**src/rtl/seq_pkg.sv**
```systemverilog
// seq_pkg: shared state encoding and legal parameter bounds for seq_detector
package seq_pkg;
  typedef enum logic [1:0] {NOPAT, FILL, ARMED} statetype;
  localparam int N_MIN = 2;
  localparam int N_MAX = 16;
  localparam int CW_MIN = 1;
  localparam int CW_MAX = 32;
endpackage

```
**src/rtl/shiftreg_en.sv**
```systemverilog
// shiftreg_en: N-bit left shift register with enable and synchronous clear
module shiftreg_en #(
  parameter int N = 4
) (
  input  logic         clk,
  input  logic         reset,
  input  logic         en,
  input  logic         clr,
  input  logic         d,
  output logic [N-1:0] q
);
  logic [N-1:0] q_q, q_d;
  // clear has priority over shift; new bit enters at the LSB
  always_comb q_d = clr ? '0 : en ? {q_q[N-2:0], d} : q_q;
  // history register
  always_ff @(posedge clk or posedge reset)
    if (reset) q_q <= '0;
    else q_q <= q_d;
  assign q = q_q;
endmodule

```
**src/rtl/seq_detector.sv**
```systemverilog
// seq_detector: loadable N-bit serial pattern detector with saturating match count
module seq_detector
  import seq_pkg::*;
#(
  parameter int N  = 4,
  parameter int CW = 8
) (
  input  logic          clk,
  input  logic          reset,
  input  logic          en,
  input  logic          a,
  input  logic          load,
  input  logic [N-1:0]  pattern,
  input  logic          overlap,
  input  logic          clr,
  output logic          y,
  output logic [CW-1:0] count,
  output logic          armed
);
  localparam int FW = $clog2(N);
  if (N < N_MIN || N > N_MAX) begin : g_bad_n
    $error("seq_detector: N out of range");
  end
  if (CW < CW_MIN || CW > CW_MAX) begin : g_bad_cw
    $error("seq_detector: CW out of range");
  end
  statetype      state_q, state_d;
  logic [N-1:0]  pat_q, pat_d, hist;
  logic [FW-1:0] fill_q, fill_d;
  logic [CW-1:0] count_q, count_d;
  logic          y_q, armed_q;
  logic          match, restart, shift;
  shiftreg_en #(.N(N)) u_hist (
    .clk  (clk),
    .reset(reset),
    .en   (shift),
    .clr  (restart),
    .d    (a),
    .q    (hist)
  );
  // comparator, history control and next-state logic; load beats a same-cycle bit
  always_comb begin
    match   = state_q == ARMED && en && !load && {hist, a} == {hist[N-1], pat_q};
    restart = load || (match && !overlap);
    shift   = en && state_q != NOPAT && !restart;
    pat_d   = load ? pattern : pat_q;
    state_d = restart ? FILL :
              (state_q == FILL && en && fill_q == FW'(N - 2)) ? ARMED : state_q;
    fill_d  = restart ? '0 : (state_q == FILL && en) ? fill_q + 1'b1 : fill_q;
    count_d = clr ? '0 : (match && !(&count_q)) ? count_q + 1'b1 : count_q;
  end
  // FSM, pattern, fill counter, match counter and registered outputs
  always_ff @(posedge clk or posedge reset)
    if (reset) begin
      state_q <= NOPAT;
      pat_q   <= '0;
      fill_q  <= '0;
      count_q <= '0;
      y_q     <= 1'b0;
      armed_q <= 1'b0;
    end else begin
      state_q <= state_d;
      pat_q   <= pat_d;
      fill_q  <= fill_d;
      count_q <= count_d;
      y_q     <= match;
      armed_q <= state_d == ARMED;
    end
  assign y     = y_q;
  assign count = count_q;
  assign armed = armed_q;
endmodule

```
**config.mk**
```make
export PLATFORM = sky130hd
export DESIGN_NAME = seq_detector
export DESIGN_NICKNAME = d
export VERILOG_FILES = /design/src/rtl/seq_pkg.sv /design/src/rtl/shiftreg_en.sv /design/src/rtl/seq_detector.sv
export SDC_FILE = /design/constraint.sdc
export NUM_CORES = 1
export LEC_CHECK = 0
export CORE_MARGIN = 2
export CORE_UTILIZATION = 40
export CTS_CLUSTER_SIZE = 10
export DETAILED_ROUTE_END_ITERATION = 16
export DONT_BUFFER_PORTS = 1
export GPL_TIMING_DRIVEN = 0
export MAX_ROUTING_LAYER = met4
export SLEW_MARGIN = 10
export SYNTH_ARGS = -nofsm -noshare
export SYNTH_HDL_FRONTEND = slang
export SYNTH_HIERARCHICAL = 1
export SYNTH_SLANG_ARGS = --single-unit
```
**constraint.sdc**
```tcl
create_clock -name clk -period 4 [get_ports clk]
set_input_delay 0.8 -clock clk [delete_from_list [all_inputs] [get_ports clk]]
set_output_delay 0.8 -clock clk [all_outputs]
set_load 0.05 [all_outputs]
```
==> results by group, run 1 <==
Run status
  – Status: completed

CTS
  – CTS tree: built
  – Post-CTS setup buffers: 0
  – Clk buf depth: 2
  – Reg clk slew, reported paths: roughly 0.12 ns
  – Clk root buf: clkbuf_4
  – CTS-repair resized insts: 0
  – CTS H-tree depth: 1
  – Worst skew pair latency: 0.30 ns
  – CTS sink count: 21
  – CTS Buf Count: 3
  – Hold Buf Count CTS: 0

Layout
  – # diodes: 0
  – Nets: 118
  – Area growth syn-to-layout: 5.930%
  – Post-route core utilization: 45.19%
  – Fraction of layout cells with a size suffix above 1: 13.46%
  – Fill cell count: 252

Detailed routing
  – Residual DRC: 0
  – Initial DRC Count: 27
  – Wire per inst: roughly 15 um
  – Post-route ant nets: 0
  – Drt total wl: a little over 2000 um
  – Vias: 768
  – Vias/cell: 5.731
  – Pre-Repair DR Iteration Count: 4

Floorplan
  – Die Span Y: about 56 um
  – Std cell rows: 18
  – Core ar.: 2522 um^2
  – Die span in x: ~56 um
  – Initial Util: 42.66%
  – I/O pin count: 21
  – Die ar.: between 3000 and 4000 um^2

Pwr
  – VDD IR max: 0.1506 mV
  – Pwr per Cell Area: 320.6 nW/um^2
  – Leak: 0.0004789 uW

Timing
  – Max-slew violations: 0
  – Slew headroom: 51.48%
  – Final Skew: 0.001103 ns
  – Tmin final: 2.301 ns
  – RSZ-0062 raised after global routing: false
  – Fmax: between 400 and 500 MHz
  – Hold Slack: 0.2362 ns
  – Final period util: between 50 and 60%
  – Final hold violations: 0
  – Worst slew pin tran: 0.7270 ns
  – Setup-failing EPs final: 0
  – Final TNS setup: 0 ns

Worst setup path
  – Worst EP arrival: 2.47 ns
  – Max FO, Critical Path: 9
  – Critical path class: input pin to flip-flop
  – Slowest cell on crit path: o21bai_1
  – Top delay family on crit path: compound AO/OA/AOI/OAI gates
  – WP buf/inv: 1
  – Biggest cell delay along the critical path: 0.56 ns
  – Top cell by count, worst path: nor2_1
  – Critical path cell sequence: nor2b_1, a2111oi_4, nand3_2, o21bai_1, nor2_1, clkbuf_2, mux2i_1, nor2_1
  – CP endpoint kind: flip-flop
  – CP Launch Type: input pin
  – WP data required: about 4.2 ns

Global route
  – First-pass GRT wire length: 3601 um
  – Vias in the first global route: 812
  – All-Layer GR Usage: between 10% and 20%
  – Largest net degree at the start of global routing: 19
  – Initial antenna violation count: 0
  – GRT overflow: 0

Synth
  – Syn avg cell area: 10.76 um^2
  – Yosys warnings: 6
  – Net count after synthesis: 113
  – Syn Inst Count: 100
  – Post-synthesis cell area: roughly 1100 um^2

Min path
  – Hold Crit Class: input pin to async pin

Run
  – Maxcap violations: 0

Placement
  – PortBufs: 0
  – Post-DP HPWL: 1503 um
  – GPL Wtd Cong: 0.8297
[metal layers]
metal | up-vias | global-route usage [%] | share of wire (%)
met5 | - | - | 0
met4 | 0 | 6.122 | 1.5
met3 | 4 | 4.651 | 8.4
met2 | 27 | 22.45 | 49
met1 | 366 | 18.04 | 41
li1 | 371 | - | -
[worst register-to-register path, cell delays in order (launching register included)]
cell and delay (ns):
dfrtp_1 0.42, nor2b_4 0.14, a2111oi_4 0.33, nand3_2 0.22, o21bai_1 0.56, nor2_1 0.11
clkbuf_2 0.16, mux2i_1 0.16, nor2_1 0.06
[path summary, 6_finish.rpt]
kind | start | end | slack (ns) | cells past startpoint
max | a | u_hist/q[2] | 1.70 | 8
min reg2reg | pat_q[3] | pat_q[3] | 0.54 | 1
max in group asynchronous | reset | count[4] | 3.05 | 1
max reg2reg | pat_q[1] | u_hist/q[2] | 1.73 | 8
min | reset | u_hist/q[1] | 0.24 | 1
min in group clk | pat_q[3] | pat_q[3] | 0.54 | 1
[per-stage QoR]
stage          instances  power (uW)  worst slack [ns]  area (um^2)
3_5_place_dp         130       268.6             1.367         1114
6_report             134       365.4             1.699         1140
4_1_cts              134       373.3             1.712         1140
5_1_grt              134       389.8             1.525         1140
2_1_floorplan        100       261.4             1.675         1076
3_3_place_gp         130       266.7             1.404         1114
[flip-flops by register name, indices dropped and copies added, names as in the netlist]
register and flops:
count 8, u_hist/q 3, state_q 2, armed 1
pat_q 4, y 1, fill_q 2
[where the power goes]
| group | leakage, uW | switching (uW) | internal (uW) |
|---|---|---|---|
| Combinational | 0.000187 | 18.6 | 16.7 |
| Clock | 0.0000150 | 63.2 | 38.8 |
| Sequential | 0.000277 | 7.30 | 221 |
[layout by cell type, fill, tap and decap left out, types with 2 or more instances in the layout]
cell type,count
ha_1,2
nor2b_1,2
clkbuf_4,3
nand3_1,3
dfrtp_1,21
a21oi_1,9
mux2i_1,3
or4_1,3
o21ai_0,3
mux2_2,4
inv_1,8
nor2_1,8
o31ai_1,4
or3_1,2
nand2b_1,4
nand4_1,4
[cell type report]
cell class / count / area (um^2) / share of cell area [%]
inverter: 8 / 30.03 / 2.634
clock buffer: 4 / 26.28 / 2.305
multi-input combinational: 67 / 495.5 / 43.47
buffer: 4 / 25.02 / 2.195
tap: 30 / 37.54 / 3.293
sequential: 21 / 525.5 / 46.10
No activity file was read; power rests on OpenSTA's default activity.
==> run 2, diff against run 1 <==
==> constraint.sdc (replaced) <==
create_clock -name clk -period 1.95 [get_ports clk]
set_input_delay 0.39 -clock clk [delete_from_list [all_inputs] [get_ports clk]]
set_output_delay 0.39 -clock clk [all_outputs]
set_load 0.05 [all_outputs]
==> results by group, run 2 (same netlist as run 1, synthesis figures left out) <==
Detailed routing
  – Vias/cell: 5.657 (-1.3%)
  – Residual DRC: 0 (unchanged)
  – Drt total wl: 2088 um (+1.1%)
  – Vias: 792 (+3.1%)
  – Met1 Wirelength: 924 um (+8.2%)
  – Post-route ant nets: 0 (unchanged)
  – Met3 routed WL: 113 um (-35%)
  – Uppermost layer routed: met4
  – Initial DRC Count: 24 (-11%)
  – Pre-Repair DR Iteration Count: 4 (unchanged)
  – WL met2: 1035 um (+2.8%)
  – Wire per inst: 14.91 um (-3.3%)

CTS
  – CTS H-tree depth: 1 (unchanged)
  – CTS sink count: 21 (unchanged)
  – Worst skew pair latency: 0.30 ns (about the same)
  – Reg clk slew, reported paths: 0.12 ns (about the same)
  – Clk root buf: clkbuf_4
  – Clk buf depth: 2 (unchanged)
  – CTS tree: built
  – CTS Buf Count: 3 (unchanged)

Global route
  – GRT overflow: 0 (unchanged)
  – Largest net degree at the start of global routing: 19 (unchanged)
  – Vias in the first global route: 829 (+2.1%)
  – Initial antenna violation count: 0 (unchanged)
  – First-pass GRT wire length: 3650 um (+1.4%)
  – All-Layer GR Usage: 15.05% (+0.35 points)

Timing
  – Worst slew pin tran: 0.7017 ns (-0.02523 ns)
  – Slew headroom: 53.17% (+1.7 points)
  – Max-slew violations: 0 (unchanged)
  – Setup-failing EPs final: 0 (unchanged)
  – Final Skew: 0.006554 ns (+0.005451 ns)
  – Final hold violations: 0 (unchanged)
  – Tmin final: 1.887 ns
  – Final period util: 96.78%
  – Hold Slack: 0.07247 ns (-0.1637 ns)
  – Fmax: 529.9 MHz
  – Final TNS setup: 0 ns (unchanged)
  – RSZ-0062 raised after global routing: true
  – Setup ws final: 0.06276 ns (-1.636 ns)

Floorplan
  – I/O pin count: 21 (unchanged)
  – Die span in x: 55.87 um (unchanged)
  – Core ar.: 2522 um^2 (unchanged)
  – Initial Util: 42.66% (unchanged)
  – Die ar.: 3121 um^2 (unchanged)
  – Std cell rows: 18 (unchanged)
  – Die Span Y: 55.87 um (unchanged)

Pwr
  – Logic pwr share: 10.4% (+0.7 points)
  – Leak: 0.0005077 uW (+6.0%)
  – Switching share of power: 24.48% (+0.095 points)
  – Internal power: 571.9 uW (+110%)
  – NetSw: 185.3 uW (+110%)
  – Clock network fraction of total power: 27.7% (-0.2 points)
  – VDD IR max: 0.3881 mV (+160%)
  – Pwr per Cell Area: 614.4 nW/um^2 (+92%)
  – Sequential power share: 61.9% (-0.5 points)

Run status
  – Status: completed

Worst setup path
  – R2r endpoint: count[7]
  – CP Launch Type: flip-flop
  – CP endpoint kind: flip-flop
  – Worst EP arrival: 2.07 ns (-0.40 ns)
  – Reg2reg setup slack: 0.06 ns (-1.67 ns)
  – Max FO, Critical Path: 10 (+1)
  – WP data required: 2.13 ns (-2.04 ns)
  – Critical path class: flip-flop to flip-flop
  – Cells on worst reg2reg path: 6 (-2)
  – Worst R2R Start: pat_q[1]

Layout
  – Nets: 124 (+5.1%)
  – Commonest cells after routing, fill and taps aside: dfrtp_1 (17), inv_1 (8), nor2_1 (8)
  – Largest register FFs: 8 (unchanged)
  – Fraction of layout cells with a size suffix above 1: 26.36% (+13 points)
  – Cell area after layout: 1232 um^2 (+8.1%)
  – Commonest non-fill, non-tap cell in the layout: dfrtp_1
  – Post-route core utilization: 48.86% (+3.7 points)
  – Area growth syn-to-layout: 14.53%
  – # diodes: 0 (unchanged)
  – Fill cell count: 252 (unchanged)

Placement
  – GPL Wtd Cong: 0.7944 (-4.3%)
  – Pre-CTS WS: -0.2951 ns (-1.662 ns)
  – Post-DP Area: 1116 um^2 (+0.22%)
  – PortBufs: 0 (unchanged)
  – Post-DP HPWL: 1509 um (+0.41%)

Min path
  – Hold Crit Class: input pin to async pin

Run
  – Maxcap violations: 0 (unchanged)
[run 2: how the worst max path moves through the flow]
stage                        start     endpoint  depth (start not counted)
after floorplan           pat_q[1]  u_hist/q[1]                          8
after global placement    pat_q[1]  u_hist/q[1]                          8
after detailed placement  pat_q[1]  u_hist/q[1]                          8
after CTS                 count[3]     count[3]                          6
after global routing      pat_q[1]     count[4]                          5
final                     pat_q[1]     count[7]                          6
[run 2: per-layer routing]
layer  global-route usage (%)  vias up
li1                         -      389
met1                    15.98      384
met2                    26.19       17
met3                    6.744        2
met4                    2.721        0
met5                        -        -
[run 2: critical path, stage by stage, from the launching register on]
cell and delay [ns]:
dfrtp_1 0.42, nor2b_4 0.14, a2111oi_4 0.36, nand3_4 0.19
buf_4 0.21, o311ai_0 0.32, o41ai_1 0.13
[run 2: layout make-up]
cell class | instances | area [um^2] | share of cell area, %
plain buffers | 4 | 27.53 | 2.234
clock buffers | 4 | 26.28 | 2.132
inverters | 8 | 30.03 | 2.437
multi-input cells | 67 | 533.0 | 43.25
flip-flops and latches | 21 | 530.5 | 43.05
well taps | 30 | 37.54 | 3.046
repair buffers | 6 | 47.55 | 3.858
[run 2: metrics by stage]
step	std cells	power [uW]
after floorplan	100	536.2
after global placement	130	547.2
after detailed placement	130	549.7
after CTS	136	769.5
after global routing	140	805.0
final	140	757.2
[run 2: power by group through the flow]
stage               logic (uW)  registers [uW]  clock network [uW]
finish                    78.8             468                 210
global route              89.6             472                 244
detailed placement        72.3             477                   0
CTS                       76.9             469                 224
global placement          71.0             476                   0
floorplan                 62.8             473                   0
[run 2: timing repair]
item | CTS | global route
endpoints found under the hold margin | 3 | 0
resized for setup | 7 | 5
endpoints found under the setup margin | 5 | 6
hold buffers | 1 | 0
buffers inserted | 1 | 4
pin swaps | 2 | 5
